$ cat src/rtl/mem_stage_pkg.sv
// ---------------------------------------------------------------------------
// mem_stage_pkg
//   Shared pipeline definitions for the MEM stage and its neighbours.
//   - DATA_W / REG_W : default datapath and register-index widths
//   - ctrl_t         : EX/MEM control bundle, also used by ID/EX and the
//                      forwarding unit
//   - mem_state_t    : state encoding of the data-memory access FSM
// ---------------------------------------------------------------------------
package mem_stage_pkg;

  localparam int DATA_W = 32;
  localparam int REG_W  = 5;

  typedef struct packed {
    logic regwrite;
    logic memread;
    logic memwrite;
    logic memtoreg;
  } ctrl_t;

  typedef enum logic [1:0] {
    S_IDLE  = 2'd0,
    S_WAIT  = 2'd1,
    S_ABORT = 2'd2
  } mem_state_t;

endpackage

$ cat src/rtl/mem_wait_timer.sv
// ---------------------------------------------------------------------------
// mem_wait_timer
//   Counts the cycles a data-memory request has been waiting for its ack.
//   Ports:
//     clk, rst : clock, asynchronous active-high reset
//     start    : first request cycle went unacknowledged; counter loads 1
//     ack      : memory acknowledged this cycle; timer goes idle
//     expire   : still no ack and the counter has reached TIMEOUT-1, so this
//                is the last request cycle that will be offered
// ---------------------------------------------------------------------------
module mem_wait_timer #(
  parameter int TIMEOUT = 16
) (
  input  logic clk,
  input  logic rst,
  input  logic start,
  input  logic ack,
  output logic expire
);

  logic [7:0] cnt;
  logic       running;

  assign expire = running & ~ack & (cnt == 8'(TIMEOUT - 1));

  always_ff @(posedge clk or posedge rst) begin
    if (rst) begin
      cnt     <= 8'd0;
      running <= 1'b0;
    end else if (start) begin
      cnt     <= 8'd1;
      running <= 1'b1;
    end else if (running) begin
      if (ack || expire) begin
        cnt     <= 8'd0;
        running <= 1'b0;
      end else begin
        cnt <= cnt + 8'd1;
      end
    end
  end

endmodule

$ cat src/rtl/mem_stage.sv
// ---------------------------------------------------------------------------
// mem_stage
//   MEM stage of the 5-stage MIPS pipeline: EX/MEM register, single-
//   outstanding data-memory port, MEM/WB register and forwarding taps.
//   Ports:
//     clk, rst                     clock, asynchronous active-high reset
//     ex_*                         instruction leaving EX (ex_valid=0: bubble)
//     mem_stall                    freeze everything upstream of EX/MEM
//     ex_mem_data3/desreg/regwrite EX/MEM forwarding taps
//     dmem_req/we/addr/wdata       memory request
//     dmem_rdata/ack               memory response
//     mem_wb_data3/desreg/regwrite write-back value and control
//     bus_err                      sticky timeout / misalignment flag
//     dbg_state                    current access FSM state
//
//   Memory handshake: dmem_req is held high with addr/wdata/we stable (EX/MEM
//   is frozen by mem_stall) until the cycle in which dmem_ack is high; that
//   cycle completes the access and rdata is taken from it. One request is
//   outstanding at most. If no ack arrives within TIMEOUT request cycles the
//   request is withdrawn for one ABORT cycle and the op retires as a bubble.
// ---------------------------------------------------------------------------
module mem_stage #(
  parameter int DATA_W  = mem_stage_pkg::DATA_W,
  parameter int REG_W   = mem_stage_pkg::REG_W,
  parameter int TIMEOUT = 16
) (
  input  logic                      clk,
  input  logic                      rst,
  input  logic                      ex_valid,
  input  logic [DATA_W-1:0]         ex_aluresult,
  input  logic [DATA_W-1:0]         ex_rtresult,
  input  logic [REG_W-1:0]          ex_desreg,
  input  logic                      ex_regwrite,
  input  logic                      ex_memread,
  input  logic                      ex_memwrite,
  input  logic                      ex_memtoreg,
  output logic                      mem_stall,
  output logic [DATA_W-1:0]         ex_mem_data3,
  output logic [REG_W-1:0]          ex_mem_desreg,
  output logic                      ex_mem_regwrite,
  output logic                      dmem_req,
  output logic                      dmem_we,
  output logic [DATA_W-1:0]         dmem_addr,
  output logic [DATA_W-1:0]         dmem_wdata,
  input  logic [DATA_W-1:0]         dmem_rdata,
  input  logic                      dmem_ack,
  output logic [DATA_W-1:0]         mem_wb_data3,
  output logic [REG_W-1:0]          mem_wb_desreg,
  output logic                      mem_wb_regwrite,
  output logic                      bus_err,
  output mem_stage_pkg::mem_state_t dbg_state
);

  import mem_stage_pkg::*;

  // EX/MEM register
  ctrl_t              ex_ctrl;
  ctrl_t              exm_ctrl;
  logic [DATA_W-1:0]  exm_aluresult;
  logic [DATA_W-1:0]  exm_rtresult;
  logic [REG_W-1:0]   exm_desreg;

  // MEM/WB register
  logic [DATA_W-1:0]  mwb_data3;
  logic [REG_W-1:0]   mwb_desreg;
  logic               mwb_regwrite;

  mem_state_t state_q, state_d;
  logic       memop, misaligned, aligned_op;
  logic       wait_start, expire, retire, err_set;
  logic       bus_err_q;

  // A bubble carries no side effects: every control bit is cleared.
  always_comb begin
    ex_ctrl = '0;
    if (ex_valid) begin
      ex_ctrl.regwrite = ex_regwrite;
      ex_ctrl.memread  = ex_memread;
      ex_ctrl.memwrite = ex_memwrite;
      ex_ctrl.memtoreg = ex_memtoreg;
    end
  end

  assign memop      = exm_ctrl.memread | exm_ctrl.memwrite;
  assign misaligned = exm_aluresult[1:0] != 2'b00;
  assign aligned_op = memop & ~misaligned;

  assign dmem_req   = aligned_op & (state_q != S_ABORT);
  assign dmem_we    = exm_ctrl.memwrite;
  assign dmem_addr  = exm_aluresult;
  assign dmem_wdata = exm_rtresult;
  assign mem_stall  = dmem_req & ~dmem_ack;

  // Only a first-cycle miss arms the timer; WAIT already has it running.
  assign wait_start = (state_q == S_IDLE) & dmem_req & ~dmem_ack;

  // The op in EX/MEM leaves with its results only if it actually finished:
  // aborted and misaligned accesses leave as bubbles.
  assign retire  = ~mem_stall & (state_q != S_ABORT) & ~(memop & misaligned);
  assign err_set = (state_q == S_ABORT) | (memop & misaligned);

  mem_wait_timer #(
    .TIMEOUT (TIMEOUT)
  ) u_timer (
    .clk    (clk),
    .rst    (rst),
    .start  (wait_start),
    .ack    (dmem_ack),
    .expire (expire)
  );

  always_ff @(posedge clk or posedge rst) begin
    if (rst) state_q <= S_IDLE;
    else     state_q <= state_d;
  end

  always_comb begin
    state_d = state_q;
    unique case (state_q)
      S_IDLE:  if (wait_start) state_d = S_WAIT;
      S_WAIT: begin
        if (dmem_ack)    state_d = S_IDLE;
        else if (expire) state_d = S_ABORT;
      end
      S_ABORT: state_d = S_IDLE;
      default: state_d = S_IDLE;
    endcase
  end

  always_ff @(posedge clk or posedge rst) begin
    if (rst) begin
      exm_ctrl      <= '0;
      exm_aluresult <= '0;
      exm_rtresult  <= '0;
      exm_desreg    <= '0;
    end else if (!mem_stall) begin
      exm_ctrl      <= ex_ctrl;
      exm_aluresult <= ex_aluresult;
      exm_rtresult  <= ex_rtresult;
      exm_desreg    <= ex_desreg;
    end
  end

  // MEM/WB: a non-retiring cycle inserts a bubble but keeps data/desreg.
  always_ff @(posedge clk or posedge rst) begin
    if (rst) begin
      mwb_data3    <= '0;
      mwb_desreg   <= '0;
      mwb_regwrite <= 1'b0;
    end else if (retire) begin
      mwb_regwrite <= exm_ctrl.regwrite;
      mwb_desreg   <= exm_desreg;
      mwb_data3    <= exm_ctrl.memtoreg ? dmem_rdata : exm_aluresult;
    end else begin
      mwb_regwrite <= 1'b0;
    end
  end

  always_ff @(posedge clk or posedge rst) begin
    if (rst)          bus_err_q <= 1'b0;
    else if (err_set) bus_err_q <= 1'b1;
  end

  assign ex_mem_data3    = exm_aluresult;
  assign ex_mem_desreg   = exm_desreg;
  assign ex_mem_regwrite = exm_ctrl.regwrite;
  assign mem_wb_data3    = mwb_data3;
  assign mem_wb_desreg   = mwb_desreg;
  assign mem_wb_regwrite = mwb_regwrite;
  assign bus_err         = bus_err_q;
  assign dbg_state       = state_q;

endmodule

$ cat config.mk
export PLATFORM = sky130hd
export DESIGN_NAME = mem_stage
export DESIGN_NICKNAME = d
export VERILOG_FILES = /design/src/rtl/mem_stage_pkg.sv /design/src/rtl/mem_wait_timer.sv /design/src/rtl/mem_stage.sv
export SDC_FILE = /design/constraint.sdc
export NUM_CORES = 1
export LEC_CHECK = 0
export CAP_MARGIN = 25
export CORE_MARGIN = 5
export CORE_UTILIZATION = 44
export DETAILED_ROUTE_END_ITERATION = 8
export PLACE_DENSITY = 0.86
export SYNTH_ARGS = -nofsm -noshare
export SYNTH_HDL_FRONTEND = slang
export SYNTH_SLANG_ARGS = --single-unit
$ cat constraint.sdc
create_clock -name clk -period 6.88 [get_ports clk]
set_input_delay 0.688 -clock clk [delete_from_list [all_inputs] [get_ports clk]]
set_output_delay 0.688 -clock clk [all_outputs]
set_load 0.03 [all_outputs]
==> results.md, run 1 <==
- The flow ran to the end, and the final reports show no timing, DRC or antenna violations.
- IR analysis of the VDD net gives a maximum drop of approximately 150 uV.
- The initial standard-cell utilization of the core is between 40% and 50%.
- Data arrives at the worst endpoint at ~2.4 ns.
- The final core area utilization is 70.0%.
- The cell area that synthesis handed to floorplanning was between 5000 and 6000 um^2.
- At the pin with the least slew margin, the transition time is about 1 ns.
- The design area is around 8300 um^2.
- At the end of routability-driven placement, the weighted congestion stood at ~0.8.
- The slowest cell on the critical path is clkdlybuf4s50_1.
- Walking the worst path, the cells encountered are clkdlybuf4s50_1 -> nor4b_4 -> clkdlybuf4s50_1.
- Entering global routing, the biggest net connects slightly below 80 pins.
- The synthesis-stage register bit count is roughly 120.
- The proportion of register bits with asynchronous set or reset after synthesis is 100%.
- Summed over all failing endpoints, the final setup total negative slack is 0 ns.
- For this design the top-level I/O count stands at roughly 260.
- The TritonCTS clock tree is yes.
- Setup repair after global routing left no endpoint under its margin.
- The number of global-route vias before repair is 4470.
- The worst hold path belongs to the class flop to flop.
- The floorplan die width is between 100 and 150 um.
- The repair_antennas step left the layout with diodes totalling 0.
- The net count after synthesis is 536.
- The total vias in the final route is just over 4000.
- The number of buffers created by CTS is 17.
- The area share of the largest cell type after synthesis is 58.2%.
- Summed over all cells, the static leakage comes to around 3.4 nW.
- The critical path launch point type is an input pin.
- The relative area change from synthesis to final layout is 57.5%.
- The number of synthesized flops with an enable pin is 0.
- The leading cell type by number of instances after synthesis is dfrtp_1.
- The clock-pin transition on the worst setup and hold timing paths is 0.05 ns.
- The worst path needs between 3 and 4 ns of the cycle, external delays included.
- In the final layout, the share of cells above drive strength 1 is 14.8%.
- In the routed layout, each cell is associated on average with a via count of between 5 and 6.
- The largest single stage delay on the critical path is 0.71 ns.
- The largest area contributor in the netlist is dfrtp_1.
- In this design, the largest share of critical-path delay is due to buffers and inverters.
- In this run the core area contains 40 standard-cell rows.
- The count of cells resized by post-cts repair is 0.
- Across the routed clock network, the largest skew measured is 0.00605 ns.
- Dividing the detail-routed wire length by the instance count gives between 15 and 20 um.
- Input and output buffers added on the ports amount to ~250.
- The setup-violating endpoint count in the final report is 0.
- Global routing used between 20% and 30% of the available tracks across all layers.
- The commonest cells after synthesis are dfrtp_1, mux2_2, nand2_1.
- The tree is rooted in a clkbuf_16.
- After the first detailed-routing iteration, the DRC count stood at between 200 and 250.
- The worst setup path is of the input pin to output port kind.
- The timing-limited maximum frequency is around 330 MHz.
- The kind of end point of the critical path is an output port.
- In this run the number of H-tree levels came out at 4.
- The synthesized instance count is 426.
- The share of the clock period used by the worst path is 44.4%.
- For this design, the CTS-stage hold fixing added 0 buffers.
- Once detail routing completed, the nets flagged for antenna violations numbered 0.
- The first global-routing pass estimated 24000 um of wire.
- In this run the worst path has a maximum fanout of 9.
- Among all flip-flop cells after synthesis, the most frequent one is dfrtp_1.
- The number of buffers on the longest clock path is 2.
- The tree built by TritonCTS fans out to roughly 120 sinks.
- The number of failing hold endpoints at the final stage is 0.
- The smallest hold slack is 0.476 ns.
- The die is between 100 and 150 um tall.
- By area the synthesized netlist is led by dfrtp_1, mux2_2, mux2i_1.
- For this design the ratio of total power to cell area is ~280 nW/um^2.
- After detailed routing, the number of remaining DRC violations is 0.
- Across the run, the number of max-cap violations was 0.
- The number of antenna violations at the first check in global routing is 0.
- The iteration count of the initial detailed-routing pass is 4.
- Summed over all layers, the global routing overflow is 0.
- The detailed placer's ending HPWL is 11100 um.
- Counting stages on the worst path, the most repeated cell is clkdlybuf4s50_1.
- The number of library cell types mapped by synthesis is 38.
- The required time at the endpoint of the critical path is approximately 6.2 ns.
- The die covers 14300 um^2.
- Measured against its own limit, the worst slew margin works out to between 30% and 40%.
- For this run, the register share of the synthesized area comes to 58.2%.
- The number of filler cells placed in the layout is around 900.
- Summed over all layers, the routed wires come to about 15000 um.
- Clock latency on the worst-skew pair, taken at its later pin, is between 0.4 and 0.5 ns.
- The final layout contains around 760 nets.
- Once the clock tree was built, the setup fixing pass inserted 0 buffers.
- The number of buffers and inverters on the critical path is 2.
- The core box area is 11900 um^2.
- The number of pins exceeding their max-slew limit in the final report is 0.
- Yosys printed 0 warnings.
- The total placed instance area is between 7000 and 8000 um^2.
- Averaged over all synthesized cells, the footprint is ~12 um^2.
## per-layer routing
metal	up-vias	part of all wire (%)	wire, um	global-route usage (%)
met1	1988	38	5800	25.2
met3	27	7.6	1150	7.30
li1	1898	-	-	-
met2	174	52	7870	37.0
met4	0	2.2	341	8.66
met5	-	0	0	0
## registers in the layout, indices dropped and copies added (netlist names)
signal           count
dbg_state            2
mem_wb_data3        32
mem_wb_regwrite      1
ex_mem_regwrite      1
dmem_addr           32
u_timer.running      1
dmem_wdata          32
ex_mem_desreg        5
exm_ctrl             2
u_timer.cnt          8
mem_wb_desreg        5
bus_err              1
dmem_we              1
## cell type report
type                    instances  area [um^2]  area share [%]
repair buffers                258         2580            31.0
clock inverters                 6         82.6           0.991
inverters                       8         32.5           0.390
flip-flops and latches        123         3080            36.9
well taps                     147          184            2.21
clock buffers                  26          519            6.23
multi-input cells             240         1850            22.2
## worst register-to-register path: cells and delay by family, from the launching register on
kind                   cells  cell delay, ns
buffers and inverters      1            0.79
DFF                        1            0.43
muxes                      1            0.50
and+or+nand+nor            2            0.53
## path summary, 6_finish.rpt
path / start / to / slack, ns / cells after the start
max in group asynchronous: rst / exm_ctrl[0] / 4.75 / 3
hold reg to reg: mem_wb_data3[31] / mem_wb_data3[31] / 0.48 / 2
setup / recovery: dmem_ack / mem_stall / 3.83 / 3
setup reg to reg: dmem_addr[0] / dmem_wdata[6] / 4.50 / 4
min in group asynchronous: rst / u_timer.running / 0.74 / 2
hold / removal: mem_wb_data3[31] / mem_wb_data3[31] / 0.48 / 2
## cell usage in the layout (no fill, tap or decap), types with 2 or more instances in the layout
cell type,count
o21ai_0,40
clkbuf_8,6
bufinv_16,2
a41oi_1,2
nand2_1,47
nand3_1,9
mux2_1,14
dfrtp_1,122
inv_1,7
nor2b_1,3
o22ai_1,2
nor2_1,4
clkdlybuf4s50_1,254
a21oi_1,3
clkbuf_16,17
buf_4,3
clkinv_2,3
nor3_1,2
mux2_2,58
clkbuf_1,3
a31oi_1,5
mux2i_1,32
## where the power goes
| group | internal, mW | switching [mW] | total [mW] |
|---|---|---|---|
| clock | 0.589 | 0.300 | 0.889 |
| sequential | 0.800 | 0.0619 | 0.862 |
| combinational | 0.250 | 0.298 | 0.548 |
| total | 1.64 | 0.660 | 2.30 |
## through the flow
step | setup slack [ns] | power (mW) | cells
after floorplan | 2.92 | 1.17 | 426
after global placement | 3.86 | 1.40 | 775
after detailed placement | 3.81 | 1.42 | 775
after CTS | 3.82 | 2.32 | 807
after global routing | 3.77 | 2.39 | 808
final | 3.83 | 2.30 | 808
## cell families (layout without fill, tap and decap cells)
kind of cell / after synthesis / after routing / share of synthesized area, %
AOI/OAI and AO/OA: 57 / 57 / 6.08
adders and majority gates: 1 / 1 / 0.236
buffers and inverters: 63 / 298 / 7.02
DFF: 123 / 123 / 58.2
muxes: 104 / 104 / 21.4
and+or+nand+nor: 78 / 78 / 7.14
No activity file was read; power rests on OpenSTA's default activity.
==> run 2: changes to the inputs <==
Settings changed: CORE_UTILIZATION 44 to 37, PLACE_DENSITY 0.86 to 0.77.
Clock period 6.88 ns to 2.7 ns, I/O delays scaled along.
==> run 2 against run 1 <==
Combinational power rose to 2.6 times the previous value. Non-clock buffer count grew 1. Count of clock-buffer cells in the layout down 4. First-iteration DRC count shrank 37%. Critical endpoint unchanged. Sequential share of layout area is 0.17 points lower. Register-to-register slack got worse by 3.8 ns. Total power grew 150%. Via count hardly changed. Clock power up 140%. Critical path depth unchanged. Worst setup slack lost 3.6 ns.
==> results.md, run 2 (same netlist as run 1, synthesis figures left out) <==
- The flow ran to the end, and the final reports show no timing, DRC or antenna violations.
- The clock reaches the later pin of the worst-skew pair after between 0.4 and 0.5 ns.
- The cts-stage hold buffer count is 0.
- Cells fill between 60% and 70% of the core in the end.
- Entering global routing, the biggest net connects 78 pins.
- Routability-driven placement finished with a final weighted congestion of 0.824.
- Derived from the worst setup path, the maximum achievable clock frequency is 401 MHz.
- The number of cells on the critical path is 3.
- The number of global-route vias before repair is 4450.
- The depth of the most critical reg-to-reg path is 4.
- Summing internal, switching and leakage power gives approximately 5.7 mW.
- For this design the static power due to leakage is 3.39 nW.
- The core box area is roughly 14000 um^2.
- The overall die area is between 15000 and 20000 um^2.
- The worst reg-to-reg setup slack is around 0.67 ns.
- The iteration count of the initial detailed-routing pass is 4.
- Setup total negative slack on the finished layout was measured at 0 ns.
- The relative area change from synthesis to final layout is 58.2%.
- Subtracting the final worst setup slack from the clock period gives about 2.5 ns.
- The worst pin sits at a relative slew slack of between 50% and 60%.
- The kind of cell with the highest combined delay on the critical path is buffers and inverters.
- Detailed placement finished with a half-perimeter wire length of between 10000 and 15000 um.
- The tree built by TritonCTS fans out to roughly 120 sinks.
- For this run the aggregate overflow at the end of global routing stands at 0.
- Setup repair after global routing left no endpoint under its margin.
- The tool flagged a number of max-cap violations equal to 0.
- In this run the critical register-to-register path is captured at dmem_wdata[16].
- The top-level port count is around 260.
- Across the VDD grid, the largest voltage drop is around 460 uV.
- The required time at the endpoint of the critical path is approximately 2.4 ns.
- The count of cells resized by post-cts repair is 0.
- For this run, design rule violations remaining after detail routing come to 0.
- On the worst path, the slowest cell contributes a delay of 0.74 ns.
- Among all stages on the critical path, the largest delay is contributed by clkdlybuf4s50_1.
- Dividing the detail-routed wire length by the instance count gives between 15 and 20 um.
- The number of buffers on the longest clock path is 2.
- The critical path launch point type is a flop.
- The number of buffer and inverter instances along the worst setup path is 1.
- The die height is ~130 um.
- The net count of the finished layout is approximately 760.
- The repair_antennas step left the layout with diodes totalling 0.
- Input and output buffers added on the ports amount to between 200 and 300.
- At the pin with the least slew margin, the transition time is between 0.7 and 0.8 ns.
- In the final layout, the share of cells above drive strength 1 is between 10% and 20%.
- Hold timing on the final database bottoms out at a slack of ~0.19 ns.
- The level count of the clock H-tree is 4.
- The first global-routing pass estimated around 23000 um of wire.
- Across the routed clock network, the largest skew measured is 0.00819 ns.
- The share of the clock period used by the worst path is between 90% and 100%.
- The start of the worst register-to-register path is dmem_addr[1].
- The most critical setup path has its startpoint at dmem_addr[1].
- Clock tree synthesis inserted a total of 17 buffers.
- The initial utilization of the core area, before any placement, comes to 38.0%.
- In this run the worst setup path terminates at mem_stall.
- The number of pins exceeding their max-slew limit in the final report is 0.
- Across all layers, the routed design uses around 4100 vias.
- The path type of the worst min-delay path is input pin to async pin.
- The critical path goes through nor2_2 -> nor4b_4 -> clkdlybuf4s50_1.
- The number of setup buffers added after CTS is 0.
- The floorplan step set the die width to around 130 um.
- The kind of end point of the critical path is an output port.
- Setup violations remaining at the end of the flow were counted as 0.
- The number of failing hold endpoints at the final stage came to 0.
- The clock-pin transition on the worst setup and hold timing paths is around 0.05 ns.
- Using the TritonRoute via totals, the vias-per-cell ratio works out to a little under 5.
- The data arrival time at the worst-slack endpoint is roughly 2.2 ns.
- The critical path in this run is classified as flop to output port.
- In this run the core area contains 43 standard-cell rows.
- The count of nets left with antenna violations once routing finished came out at 0.
- The power density over cell area is 682 nW/um^2.
- The largest fanout on the critical path is 6.
- The number of antenna violations at the first check in global routing is 0.
- The number of DRC violations after detailed-routing iteration 0 is roughly 130.
- Summed over all layers, the routed wires come to approximately 15000 um.
- The global-route usage over all layers is 18.1%.
- TritonCTS built the clock tree.
- In this run the clock root is driven by a clkbuf_16.
- After layout, the worst setup slack is roughly 0.21 ns.
- The library cell used most frequently in the layout, excluding fill and tap cells, is clkdlybuf4s50_1.
- The setup slack after placement is 0.377 ns.
- In the layout the commonest cells are clkdlybuf4s50_1, dfrtp_1, mux2_2, nand2_1, o21ai_0.
==> run 2: area by class of cell <==
| type | count | area [um^2] |
|---|---|---|
| fill | 1119 | 5560 |
| inverter | 8 | 33.8 |
| multi-input combinational | 240 | 1850 |
| sequential | 123 | 3080 |
| clock buffer | 22 | 454 |
| timing repair buffer | 259 | 2630 |
| clock inverter | 9 | 97.6 |
| tap | 180 | 225 |
==> run 2: worst reg2reg max path, cell delays in order (launching register included) <==
cell and delay, ns:
dfrtp_1 0.47, nor2_2 0.25, nor4b_4 0.35, buf_12 0.37
mux2_2 0.48
==> run 2: how the worst min path moves through the flow <==
stage / depth (start not counted) / to / slack (ns) / startpoint
after global placement: 2 / mem_wb_data3[1] / 0.46 / mem_wb_data3[1]
after floorplan: 1 / dmem_addr[23] / 0.40 / ex_aluresult[23]
final: 2 / dmem_addr[30] / 0.19 / rst
after global routing: 2 / dmem_addr[30] / 0.20 / rst
after detailed placement: 2 / mem_wb_data3[27] / 0.47 / mem_wb_data3[27]
after CTS: 2 / dmem_addr[30] / 0.18 / rst
==> run 2: power breakdown <==
part	internal [mW]	leakage, nW	switching (mW)	total [mW]
clock	1.36	0.273	0.756	2.12
combinational	0.643	1.65	0.753	1.40
sequential	2.04	1.47	0.156	2.20
==> run 2: through the flow <==
step / cells / cell area (um^2)
floorplan: 426 / 5300
global placement: 810 / 7820
detailed placement: 810 / 7820
CTS: 841 / 8370
global route: 841 / 8370
finish: 841 / 8370
==> run 2: routing by layer <==
metal | wire, um | GRT usage, % | up-vias
met5 | 0 | 0 | -
met4 | 288 | 6.78 | 0
met3 | 1490 | 8.00 | 26
met2 | 7430 | 30.0 | 194
met1 | 5600 | 20.7 | 1967
li1 | - | - | 1898
==> run 3: changes to the inputs <==
Settings changed: ABC_AREA from default to 1, CORE_MARGIN 5 to 8, CORE_UTILIZATION 37 to 38, PLACE_DENSITY 0.77 to 0.78.
==> run 3 against run 2 <==
Sequential share of layout area shrank 0.62 points. Total power rose by 0.42%. Clock skew down 0.0016 ns. Critical endpoint is now dmem_req. First-iteration DRC count up 130%. Synthesized cell count up 57%. Worst setup slack gained 0.23 ns. Worst hold slack improved by 0.18 ns. Synthesized area up 4.6%. Global-route usage increased by 0.30 points. Final area rose by 1.7%. Cell count up 29%. Routed wire length grew 16%.
==> results.md, run 3 <==
- The detailed placer's ending HPWL is approximately 12000 um.
- The synthesized design contains 123 register bits.
- The number of nets still failing antenna checks after routing is 0.
- In the final routed layout, each cell accounts on average for ~16 um.
- The die height is 137 um.
- The clock latency on the worst-skew pair is 0.41 ns.
- The initialized floorplan defines 44 standard-cell rows.
- In this run the tightest slew margin relative to its limit is a little over two fifths.
- Setup repair after global routing left no endpoint under its margin.
- The worst setup path is captured at an output port.
- Ranked by total cell area, the synthesized netlist is headed by dfrtp_1, nand2_1, o21ai_0.
- The total length of routed wires is approximately 17000 um.
- The critical setup path kind is flop to output port.
- Of all nets on the critical path, the largest fanout is 4.
- The setup slack after placement is 0.714 ns.
- Clock tree synthesis inserted a total of 17 buffers.
- The clock root buffer master is clkbuf_16.
- The initial utilization of the core area, before any placement, comes to 38.5%.
- The number of buffers added for setup after CTS is 0.
- In this run the horizontal extent of the chip is between 100 and 150 um.
- The largest net degree at the start of global routing is around 120.
- In this run the power density over the cells is between 600 and 700 nW/um^2.
- The number of failing hold endpoints at the final stage is 0.
- The total overflow reported by the global router is 0.
- The start point of the critical path is dmem_addr[0].
- Hold repair after CTS inserted 0 buffers.
- The pre-antenna-repair detailed-routing pass consisted of 4 iterations.
- CTS saw roughly 120 sinks.
- The portion of the post-synthesis area used by sequential elements is between 50% and 60%.
- The number of antenna diodes in the final layout is 0.
- After filler insertion, the fill cell instance count of the layout stands at about 1300.
- Global routing used between 10% and 20% of the available tracks across all layers.
- The run finished with clean final reports.
- The synthesized instance count is between 600 and 700.
- The number of DRC violations after detailed-routing iteration 0 is around 290.
- For this block, the via count after detailed routing is 5054.
- In this run, synthesis inferred 0 flip-flops with an integrated enable.
- The die covers approximately 19000 um^2.
- The dominant register cell in the synthesized netlist is dfrtp_1.
- The worst-case IR drop observed on VDD is between 300 and 400 uV.
- The average instance in the mapped netlist occupies 8.26 um^2.
- The design draws between 5 and 6 mW.
- The library cells used most frequently in the layout, excluding fill and tap cells, are nand2_1, clkdlybuf4s50_1, dfrtp_1, o21ai_0, nand3_1.
- The relative area change from synthesis to final layout is 53.9%.
- The path type of the worst min-delay path is input pin to async pin.
- The number of antenna violations at the first check in global routing was 0.
- Timing would allow up to 442 MHz.
- For this run, design rule violations remaining after detail routing come to 0.
- Data arrives at the worst endpoint at just under 2 ns.
- The commonest cells after synthesis are nand2_1, dfrtp_1, o21ai_0.
- The level count of the clock H-tree is 4.
- The total area inside the core boundary comes to 14400 um^2.
- Dividing the detail-routed via count by the number of cells gives between 4 and 5.
- For this run, asynchronously set or reset flops after synthesis account for 100%.
- The post-synthesis cell area is about 5500 um^2.
- The share of the clock period used by the worst path is 83.9%.
- Clock-pin slew was measured on the worst setup and hold paths at about 0.050 ns.
- The final core area utilization is just under 60%.
- For this run, the post-layout net count is around 1000.
- The static power due to leakage is 4.04 nW.
- The leading cell type by number of instances after synthesis is nand2_1.
- In this run, post-CTS repair resized a total of 0 instances.
- The area share of the largest cell type after synthesis is between 50 and 60%.
- The critical path launch point type is a flop.
- The count of warnings emitted by yosys is 0.
- The net count after synthesis is slightly below 800.
- The transition at the pin with the smallest max-transition slack is roughly 0.86 ns.
- The share of layout cells above drive strength 1 is about 5.6%.
- The number of global-route vias before repair was 5198.
- The final period demand of the worst path is around 2.3 ns.
- The reported max-cap violation count is 0.
- The slack of the critical path is roughly 0.44 ns.
- Setup violations remaining at the end of the flow were counted as 0.
- For the final database, setup skew stands at between 0.006 and 0.007 ns.
- The library cell used most frequently in the layout, excluding fill and tap cells, is nand2_1.
- For the worst setup path, the data required time is around 2.4 ns.
- The final weighted congestion in routability-driven placement is 0.795.
- The number of pins exceeding their max-slew limit in the final report was 0.
- The synthesized netlist contains 27 unique library cells.
- The number of buffers on the longest clock path is 2.
- The TritonCTS clock tree is yes.
- The wire length of the first global-routing pass is approximately 27000 um.
- The synthesized design spends more area on one cell type than any other, namely dfrtp_1.
- The total of buffers placed on input and output ports is between 200 and 300.
- The final total negative setup slack is 0 ns.
- The start of the worst register-to-register path is dmem_addr[0].
- The top-level port count is between 200 and 300.
[run 3: changes by cell type after synthesis, moves of 4 or more]
cell | previous run | this run
buf_6 | 0 | 4
mux2_1 | 14 | 0
a31oi_1 | 5 | 0
nand2_1 | 47 | 280
mux2_2 | 58 | 0
o21ai_1 | 0 | 6
mux2i_1 | 32 | 0
buf_2 | 9 | 18
inv_1 | 8 | 46
nor2_1 | 4 | 13
nand3_1 | 9 | 57
o21ai_0 | 40 | 60
[run 3: where the power goes]
part | switching, mW | internal [mW]
sequential | 0.142 | 2.04
clock | 0.854 | 1.22
combinational | 0.848 | 0.632
total | 1.84 | 3.89
[run 3: worst paths after layout]
kind	slack (ns)	to	cells after the start
worst max register to register	0.95	mem_wb_data3[22]	8
min in group clk	0.38	dmem_addr[0]	3
max in group asynchronous	1.75	exm_ctrl[0]	3
worst min register to register	0.47	dmem_wdata[0]	2
worst min-delay path	0.37	u_timer.cnt[4]	3
worst max-delay path	0.44	dmem_req	5
[run 3: cell type report]
cell class | instances | area, um^2 | share of cell area, %
sequential | 123 | 3080 | 36.2
multi-input combinational | 433 | 1870 | 21.9
tap | 184 | 230 | 2.70
clock inverter | 13 | 96.3 | 1.13
clock buffer | 19 | 453 | 5.32
inverter | 47 | 180 | 2.12
timing repair buffer | 262 | 2610 | 30.7
[run 3: kinds of logic after synthesis]
family / Yosys count / share of synthesized area, %
simple gates: 360 / 26.5
flops: 123 / 55.6
xor+xnor: 2 / 0.317
compound gates: 70 / 6.51
fa+ha+maj: 1 / 0.226
buf+inv: 114 / 10.9
[run 3: stage by stage]
| stage | instances | hold slack, ns | area [um^2] |
|---|---|---|---|
| after floorplan | 670 | 0.342 | 5540 |
| after global placement | 1049 | 0.446 | 7970 |
| after detailed placement | 1049 | 0.457 | 7970 |
| after CTS | 1081 | 0.355 | 8520 |
| after global routing | 1081 | 0.378 | 8520 |
| final | 1081 | 0.371 | 8520 |
[run 3: critical path, cell delays in order, from the launching register on]
cell	delay, ns
dfrtp_1	0.43
nor2_2	0.16
o21a_2	0.20
nand2_1	0.07
inv_1	0.05
clkdlybuf4s50_1	0.68
[run 3: metal layers]
layer	routed length, um	track usage [%]	up-vias	share of wire [%]
met5	0	0	-	0
met4	246	6.41	0	1.4
met3	1970	7.71	19	11
met2	8120	29.7	180	47
met1	6800	21.5	2362	40
li1	-	-	2493	-
